**src/rtl/alu_pkg.sv**
```systemverilog
// -----------------------------------------------------------------------------
// alu_pkg
// Shared constants for the ALU writeback stage: default result width,
// register index width, {N,Z,P} condition-code bit positions and the
// condition-code reset value, plus a small flag-validity helper.
// -----------------------------------------------------------------------------
package alu_pkg;

  localparam int DW_DEFAULT = 16;
  localparam int REG_IDX_W  = 3;

  // Bit positions inside the 3-bit condition code {N,Z,P}.
  localparam int NZP_N = 2;
  localparam int NZP_Z = 1;
  localparam int NZP_P = 0;

  // Condition codes come out of reset as "zero".
  localparam logic [2:0] NZP_RESET = 3'b010;

  typedef logic [REG_IDX_W-1:0] reg_idx_t;

  // A legal flag vector from the ALU has exactly one of N/Z/P set.
  function automatic logic is_onehot3(input logic [2:0] flags);
    return (flags == 3'b001) || (flags == 3'b010) || (flags == 3'b100);
  endfunction

endpackage

```
**src/rtl/result_fifo.sv**
```systemverilog
// -----------------------------------------------------------------------------
// result_fifo
// Register-based FIFO holding pending ALU results (value + destination).
// Head entry is read straight out of registered storage, so there is no
// combinational path from wdata to rdata.
//
// Ports:
//   clk, reset    clock, asynchronous active-high reset
//   push, pop     enqueue wdata / dequeue head (ignored when full / empty)
//   flush         synchronous discard of all entries; wins over push/pop
//   wdata, rdata  entry written on push / oldest entry
//   count         number of stored entries (0..DEPTH)
//   full, empty   occupancy status
// -----------------------------------------------------------------------------
module result_fifo #(
  parameter int DEPTH = 4,
  parameter int W     = 19
) (
  input  logic                     clk,
  input  logic                     reset,
  input  logic                     push,
  input  logic                     pop,
  input  logic                     flush,
  input  logic [W-1:0]             wdata,
  output logic [W-1:0]             rdata,
  output logic [$clog2(DEPTH):0]   count,
  output logic                     full,
  output logic                     empty
);

  localparam int AW = $clog2(DEPTH);
  localparam int CW = AW + 1;
  localparam logic [CW-1:0] DEPTH_C = CW'(DEPTH);

  logic [W-1:0]  mem_reg [DEPTH];
  logic [AW-1:0] wr_ptr_reg;
  logic [AW-1:0] rd_ptr_reg;
  logic [CW-1:0] count_reg;
  logic [CW-1:0] count_next;
  logic          push_ok;
  logic          pop_ok;

  assign full  = (count_reg == DEPTH_C);
  assign empty = (count_reg == '0);

  // Flush takes priority, so neither a push nor a pop is honoured with it.
  assign push_ok = push && !full  && !flush;
  assign pop_ok  = pop  && !empty && !flush;

  always_comb begin
    count_next = count_reg;
    if (push_ok && !pop_ok) begin
      count_next = count_reg + CW'(1);
    end else if (pop_ok && !push_ok) begin
      count_next = count_reg - CW'(1);
    end
  end

  // DEPTH is a power of two, so plain pointer increment wraps modulo DEPTH.
  always_ff @(posedge clk or posedge reset) begin
    if (reset) begin
      wr_ptr_reg <= '0;
      rd_ptr_reg <= '0;
      count_reg  <= '0;
      for (int i = 0; i < DEPTH; i++) begin
        mem_reg[i] <= '0;
      end
    end else if (flush) begin
      wr_ptr_reg <= '0;
      rd_ptr_reg <= '0;
      count_reg  <= '0;
    end else begin
      if (push_ok) begin
        mem_reg[wr_ptr_reg] <= wdata;
        wr_ptr_reg          <= wr_ptr_reg + 1'b1;
      end
      if (pop_ok) begin
        rd_ptr_reg <= rd_ptr_reg + 1'b1;
      end
      count_reg <= count_next;
    end
  end

  assign rdata = mem_reg[rd_ptr_reg];
  assign count = count_reg;

endmodule

```
**src/rtl/alu_writeback.sv**
```systemverilog
// -----------------------------------------------------------------------------
// alu_writeback
// Buffers ALU results for the register file and maintains the {N,Z,P}
// condition-code register used for branch resolution.
//
// Ports:
//   clk, reset                   clock, asynchronous active-high reset
//   in_valid/in_ready            result handshake from the ALU
//   in_result, in_dest           result value and destination register
//   in_zero/positive/negative    ALU flags
//   in_setcc                     result updates the condition codes
//   flush                        discard all buffered results
//   wb_valid/wb_ready            handshake towards the register file
//   wb_data, wb_dest             oldest buffered result
//   nzp                          condition-code register {N,Z,P}
//   br_mask, br_taken            branch condition in / satisfied out
//   count                        number of buffered results
//   flag_err                     sticky: a setcc result had illegal flags
// -----------------------------------------------------------------------------
module alu_writeback
  import alu_pkg::*;
#(
  parameter int DEPTH = 4,
  parameter int DW    = DW_DEFAULT
) (
  input  logic                   clk,
  input  logic                   reset,
  input  logic                   in_valid,
  output logic                   in_ready,
  input  logic [DW-1:0]          in_result,
  input  logic                   in_zero,
  input  logic                   in_positive,
  input  logic                   in_negative,
  input  logic [REG_IDX_W-1:0]   in_dest,
  input  logic                   in_setcc,
  input  logic                   flush,
  output logic                   wb_valid,
  input  logic                   wb_ready,
  output logic [DW-1:0]          wb_data,
  output logic [REG_IDX_W-1:0]   wb_dest,
  output logic [2:0]             nzp,
  input  logic [2:0]             br_mask,
  output logic                   br_taken,
  output logic [$clog2(DEPTH):0] count,
  output logic                   flag_err
);

  localparam int EW = DW + REG_IDX_W;

  logic          fifo_full;
  logic          fifo_empty;
  logic          push;
  logic          pop;
  logic [EW-1:0] head;
  logic [2:0]    flags;
  logic [2:0]    nzp_reg;
  logic [2:0]    nzp_next;
  logic          flag_err_reg;
  logic          flag_err_next;

  // Ready depends only on occupancy, never on wb_ready.
  assign in_ready = !fifo_full;
  assign wb_valid = !fifo_empty;

  // A push coinciding with flush is dropped, including its flag update.
  assign push = in_valid && in_ready && !flush;
  assign pop  = wb_valid && wb_ready;

  result_fifo #(
    .DEPTH (DEPTH),
    .W     (EW)
  ) u_fifo (
    .clk   (clk),
    .reset (reset),
    .push  (push),
    .pop   (pop),
    .flush (flush),
    .wdata ({in_dest, in_result}),
    .rdata (head),
    .count (count),
    .full  (fifo_full),
    .empty (fifo_empty)
  );

  assign wb_dest = head[EW-1:DW];
  assign wb_data = head[DW-1:0];

  always_comb begin
    flags              = '0;
    flags[NZP_N]       = in_negative;
    flags[NZP_Z]       = in_zero;
    flags[NZP_P]       = in_positive;
    nzp_next           = nzp_reg;
    flag_err_next      = flag_err_reg;
    if (push && in_setcc) begin
      if (is_onehot3(flags)) begin
        nzp_next = flags;
      end else begin
        // Ambiguous flags: keep the last good condition codes.
        flag_err_next = 1'b1;
      end
    end
  end

  always_ff @(posedge clk or posedge reset) begin
    if (reset) begin
      nzp_reg      <= NZP_RESET;
      flag_err_reg <= 1'b0;
    end else begin
      nzp_reg      <= nzp_next;
      flag_err_reg <= flag_err_next;
    end
  end

  assign nzp      = nzp_reg;
  assign flag_err = flag_err_reg;
  assign br_taken = |(br_mask & nzp_reg);

endmodule
```
**config.mk**
```make
export PLATFORM = sky130hd
export DESIGN_NAME = alu_writeback
export DESIGN_NICKNAME = d
export VERILOG_FILES = /design/src/rtl/alu_pkg.sv /design/src/rtl/result_fifo.sv /design/src/rtl/alu_writeback.sv
export SDC_FILE = /design/constraint.sdc
export NUM_CORES = 1
export LEC_CHECK = 0
export ABC_AREA = 1
export CORE_ASPECT_RATIO = 0.6
export CORE_MARGIN = 1
export CORE_UTILIZATION = 58
export DETAILED_ROUTE_END_ITERATION = 10
export MAX_ROUTING_LAYER = met4
export PLACE_DENSITY = 0.87
export SYNTH_ARGS = -nofsm -noshare
export SYNTH_HDL_FRONTEND = slang
export SYNTH_SLANG_ARGS = --single-unit
export TNS_END_PERCENT = 30
```
**constraint.sdc**
```tcl
create_clock -name clk -period 4.9 [get_ports clk]
set_input_delay 0.98 -clock clk [delete_from_list [all_inputs] [get_ports clk]]
set_output_delay 0.98 -clock clk [all_outputs]
set_load 0.005 [all_outputs]
```
Word level (Yosys, flattened, before mapping)
Cells that the tools add are included.
- register bits after elaboration: 87
- bits of input ports: 31
- output and inout port bits: 29
- add/sub/neg operators: 4
- order comparisons: 3
- equality and inequality tests: 4
- muxes and demuxes: 13
- bitwise logic cells: 5
- reduce and logical (&&, ||, !) cells: 26
- operator list (operator ; count):
    $bwmux W76 ; 1
    $mux W19 ; 3
    $bmux W19 S2 ; 1
    $demux W19 S2 ; 1
    $logic_and A1 B1 Y1 ; 11
    $mux W3 ; 3
    $mux W2 ; 4
    $eq A3 B3 Y1 const B ; 2
    $ge A3 B3 Y1 const B ; 2
    $not A2 Y3 ; 2
    $reduce_and A2 Y1 ; 3
    $logic_not A1 Y1 ; 5
    $add A2 B1 Y2 const B ; 2
    $reduce_bool A2 Y1 ; 2
    $add A3 B1 Y3 const B ; 1
    $and A3 B3 Y3 ; 1
    $eq A3 B1 Y1 const B ; 1
    $eq A3 B2 Y1 const B ; 1
    $logic_not A3 Y1 ; 1
    $lt A3 B1 Y1 const B ; 1
    $reduce_bool A3 Y1 ; 1
    $reduce_or A3 Y1 ; 1
    $sub A3 B1 Y3 const B ; 1
    $logic_or A1 B1 Y1 ; 2
    $not A1 Y1 ; 2

Longest topological paths before layout
- depth after elaboration: 11
- gate-level depth with buffers: 11
- gate-level depth less buffers: 11

Cells and area by module
A second synthesis with hierarchy kept.
- cell total of the unflattened synthesis: 473
- area, all modules: 4130.2 um^2
- modules (own cells, without submodules) (module ; times used ; cells an instance ; area each (um^2)):
    result_fifo ; 1 ; 435 ; 3833.7
    alu_writeback ; 1 ; 38 ; 296.5

Worst setup path before layout
OpenSTA, ideal clock, no wires.
- kind: input-to-reg
- start: in wb_ready
- end: reg u_fifo.count_reg[2] (netlist: u_fifo.count[2])
- library setup time: 66 ps
- arrival: 2060 ps
- path slack: 2775 ps
- stages on the path: 9
- buffers on the path: 0
- cells stage by stage: nand2_1 nand3_2 inv_1 fa_1 xor2_1 nand3b_1 nand2_1 nand2_1 nand2_1
- cells in the longest elaborated chain, start to end: 7
- ends and longest elaborated chain (what ; line ; RTL):
    from (decl) ; alu_writeback.sv:38 ; input logic wb_ready,
    $logic_and A1 B1 Y1 * ; alu_writeback.sv:67 ; assign pop = wb_valid && wb_ready;
    $logic_and A1 B1 Y1 * (2 in a row) ; result_fifo.sv:48 ; assign pop_ok = pop && !empty && !flush;
    $logic_not A1 Y1 ; result_fifo.sv:52 ; if (push_ok && !pop_ok) begin
    $logic_and A1 B1 Y1 ; result_fifo.sv:52 ;
    $mux W3 ; result_fifo.sv:52 ;
    $mux W3 ; result_fifo.sv:68 ; end else if (flush) begin
    to (signal assigned) ; result_fifo.sv:80 ; count_reg <= count_next;
    to (decl) ; result_fifo.sv:38 ; logic [CW-1:0] count_reg;
Every way passes the cells marked *; elsewhere a longest branch is shown, timed or not.
A chain may end at the register's enable or synchronous reset.

Worst setup path in the final report
- start: reg u_fifo.rd_ptr_reg[0]
- end: out wb_data[12]
- cells in the longest elaborated chain, start to end: 4
- ends and longest elaborated chain (what ; line ; RTL):
    from (decl) ; result_fifo.sv:37 ; logic [AW-1:0] rd_ptr_reg;
    from (signal assigned) ; result_fifo.sv:78 ; rd_ptr_reg <= rd_ptr_reg + 1'b1;
    $not A2 Y3 (not written as such) ; result_fifo.sv:84 ; assign rdata = mem_reg[rd_ptr_reg];
    $bmux W19 S2 ; result_fifo.sv:84 ;
    $mux W19 (not written as such) (2 in a row) ; result_fifo.sv:84 ;
    to (decl) ; alu_writeback.sv:39 ; output logic [DW-1:0] wb_data,
No other way between the ends. The select of a mux whose other input is x is not followed.

==> flow_metrics.py <==
metrics = {
    "pwr": {
        "vdd_drop_max_uv": 332,
        "power.switching_mw": 1.04,
        "power.density_cell_area_nw_per_um2": 622,
        "power_switching_share_pct": 33.9,
        "proportion_of_power_drawn_by_the_clock_network_pct": 22.5,
        "internal_power_mw": 2.03,
        "total_leakage_power_nw": 2.35,
        "power.combinational.fraction_pct": 38.2,
        "design_power_total_mw": 3.08,
        "power.share.sequential_pct": 39.3,
    },
    "place": {
        "gpl.final_weighted_congestion": 0.824,
        "dpl_cell_area_sq_um": 4650,
        "placement.io_buffers": 59,
        "preCtsSetupSlack_ns": 1.79,
        "dp_hpwl_mm": 5.90,
        "placedCellCount": 577,
    },
    "timing": {
        "report.final.setup_viol": 0,
        "holdWs_ns": 0.480,
        "slew-limit-headroom_pct": 21.4,
        "worst_margin_pin_slew_ns": 1.18,
        "timing.final.crit_share_pct": 72.6,
        "timing.final.hold_violations": 0,
        "worst_clock_skew_on_the_final_layout_ns": 0.00704,
        "finalWorstPathRequiredPeriod_ns": 3.56,
        "final.setup.tns_ns": 0,
        "setup_repair_after_global_routing_missed_its_margin": "no",
        "timing.fmax_ghz": 0.281,
        "slew_viol_final": 0,
        "worst_slack_ns": 1.34,
    },
    "setup_path": {
        "setup.reg_to_reg.worst_slack_ns": 2.93,
        "timing_worst_setup_path_type": "flop to output pin",
        "cp_slowest_stage_delay_ns": 0.85,
        "timing.critical_path.to_type": "output pin",
        "crit_arrival_ns": 2.58,
        "critical_path.top_delay_family": "buffers and inverters",
        "worst_ep_required_time_ns": 3.92,
        "startpoint_type": "flop",
        "crit_path_cell_trace": "inv_1 -> o21ai_0 -> o22ai_1 -> clkdlybuf4s50_1",
        "crit_fanout": 39,
        "crit_slowest_cell": "inv_1",
        "cp.buffers_inverters": 2,
    },
    "status": {
        "status": "finished with violations",
        "violations": "design-rule violations",
    },
    "yosys": {
        "syn-cell-area_sq_um": 4140,
        "synth_edf_count": 0,
        "synth.area.mux_share_pct": 0,
        "synth_top_family_by_area": "compound AO/OA/AOI/OAI gates",
        "synth_register_bits": 87,
        "synth.lib_cells_used.distinct": 27,
        "yosys.area_share.xor_xnor_pct": 0.212,
        "synth_top_flop_cell": "dfrtp_1",
        "synth_compound_gate_area_share_pct": 21.5,
        "synth_sequential_area_ratio_pct": 52.7,
        "number_of_nets_in_the_synthesized_netlist": 493,
        "yosysWarningCount": 0,
        "post_synth.cell_area_avg_sq_um": 9.05,
        "synth_area_in_simple_gates_pct": 16.0,
        "synth_fa_ha_area_share_pct": 1.69,
        "async_reset_ff_share_pct": 100,
        "syn-instance-count": 457,
    },
    "clock_tree": {
        "clkSinkCount": 87,
        "ctsHtreeMaxLevel": 3,
        "tritoncts.num_buffers": 9,
        "clk_transition_reported_paths_ns": 0.06,
        "post_cts_buffers": 0,
        "cts_hold_buffers_added": 0,
        "ctsRootBufferMaster": "clkbuf_16",
        "count_of_instances_resized_after_the_clock_tree_is_built": 0,
        "clk_path_buf_depth": 2,
        "tritoncts": "done",
        "worst_skew_pair.late_latency_ns": 0.34,
    },
    "finish": {
        "stdcell_count": 593,
        "finalInstanceArea_sq_um": 4950,
        "final_cell_mix": "nand2_1, dfrtp_1, o21ai_0, clkdlybuf4s50_1, nor2_1",
        "antenna-diode-count": 0,
        "utilization_pct": 72.9,
        "largest_register_ffs": 76,
        "layout.cells.most_common": "nand2_1",
        "drive_above_1_share_pct": 12.1,
        "design.final.nets": 537,
        "area_delta_synth_final_pct": 19.7,
        "num-fill-cells": 508,
    },
    "floorplan": {
        "die_width_microns": 111,
        "num_rows": 23,
        "fp.dieArea_sq_um": 7480,
        "num_io_pins": 60,
        "initial_utilization_pct": 60.9,
        "placeableCoreArea_sq_um": 6790,
        "die_height_microns": 67.4,
    },
    "grt": {
        "grt_util_all_layers_pct": 28.2,
        "grt_start_max_net_pins": 60,
        "initial_antenna_violation_count": 0,
        "overflow": 0,
        "global_route_wire_length_before_repair_mm": 15.6,
        "first_global_vias": 3246,
    },
    "drt": {
        "route.detailed.vias_per_inst": 5.54,
        "drt-wirelength-per-cell_microns": 15.7,
        "detail-route-antenna-nets": 0,
        "detailedRoute.firstPassIterationCount": 8,
        "drt_wl_total_mm": 9.30,
        "drt_drc_violations_left": 6,
        "routed-via-count": 3284,
        "detail_route.iter0.violations": 301,
    },
    "flow_run": {
        "cap_violations": 0,
    },
    "min_path": {
        "worstHoldPathType": "flop to flop",
    },
}
==> synthesized netlist by cell type, types with 5 or more instances <==
master    instances  area share, %
nand2_1         102            9.3
dfrtp_1          86             52
o21ai_0          80            9.7
nor2_1           41            3.7
o21ai_2          33            7.0
inv_1            32            2.9
o22ai_1          19            2.9
buf_6            11            3.0
clkbuf_1         10           0.91
o21ai_1           8           0.97
a21oi_1           5           0.60
nand2_4           5            1.4
==> power by group through the flow <==
stage               clock network (mW)  logic, mW  registers [mW]
floorplan                            0      0.702            1.16
global placement                     0       1.11            1.20
detailed placement                   0       1.16            1.21
CTS                              0.697       1.18            1.21
global route                     0.727       1.32            1.24
finish                           0.691       1.18            1.21
==> per-layer routing <==
metal  share of wire [%]  track usage (%)  vias up
li1                    -                -     1598
met1                  45             35.7     1551
met2                  47             44.3      113
met3                 6.0             6.82       22
met4                 2.0             12.0        0
met5                   0                -        -
==> kinds of logic after synthesis <==
family,after synthesis
adders and majority gates,5
and+or+nand+nor,157
AOI/OAI and AO/OA,147
xor gates and xnor gates,1
buffers and inverters,60
DFF,87
==> worst reg2reg max path, delay by kind of cell, from the launching register on <==
kind          cells  cell delay, ns
simple gates      7            0.74
xor+xnor          1            0.16
buf+inv           2            0.14
fa+ha+maj         1            0.38
flops             1            0.49
==> area by class of cell <==
class	count	area, sq um	share of cell area [%]
sequential	87	2180	44.0
multi-input combinational	310	1630	33.0
timing repair buffer	61	606	12.2
clock buffer	13	260	5.26
inverter	32	121	2.45
tap	87	109	2.20
clock inverter	3	43.8	0.885
==> worst paths after layout <==
path,to,cells after the start,from
min reg2reg,flag_err,1,flag_err
max,wb_data[12],4,u_fifo.rd_ptr_reg[0]
max in group asynchronous,u_fifo.mem_reg[67],3,reset
min,flag_err,1,flag_err
min in group asynchronous,u_fifo.mem_reg[75],2,reset
max reg2reg,u_fifo.count[2],11,u_fifo.count[2]
Power figures use the tool's default switching activity.
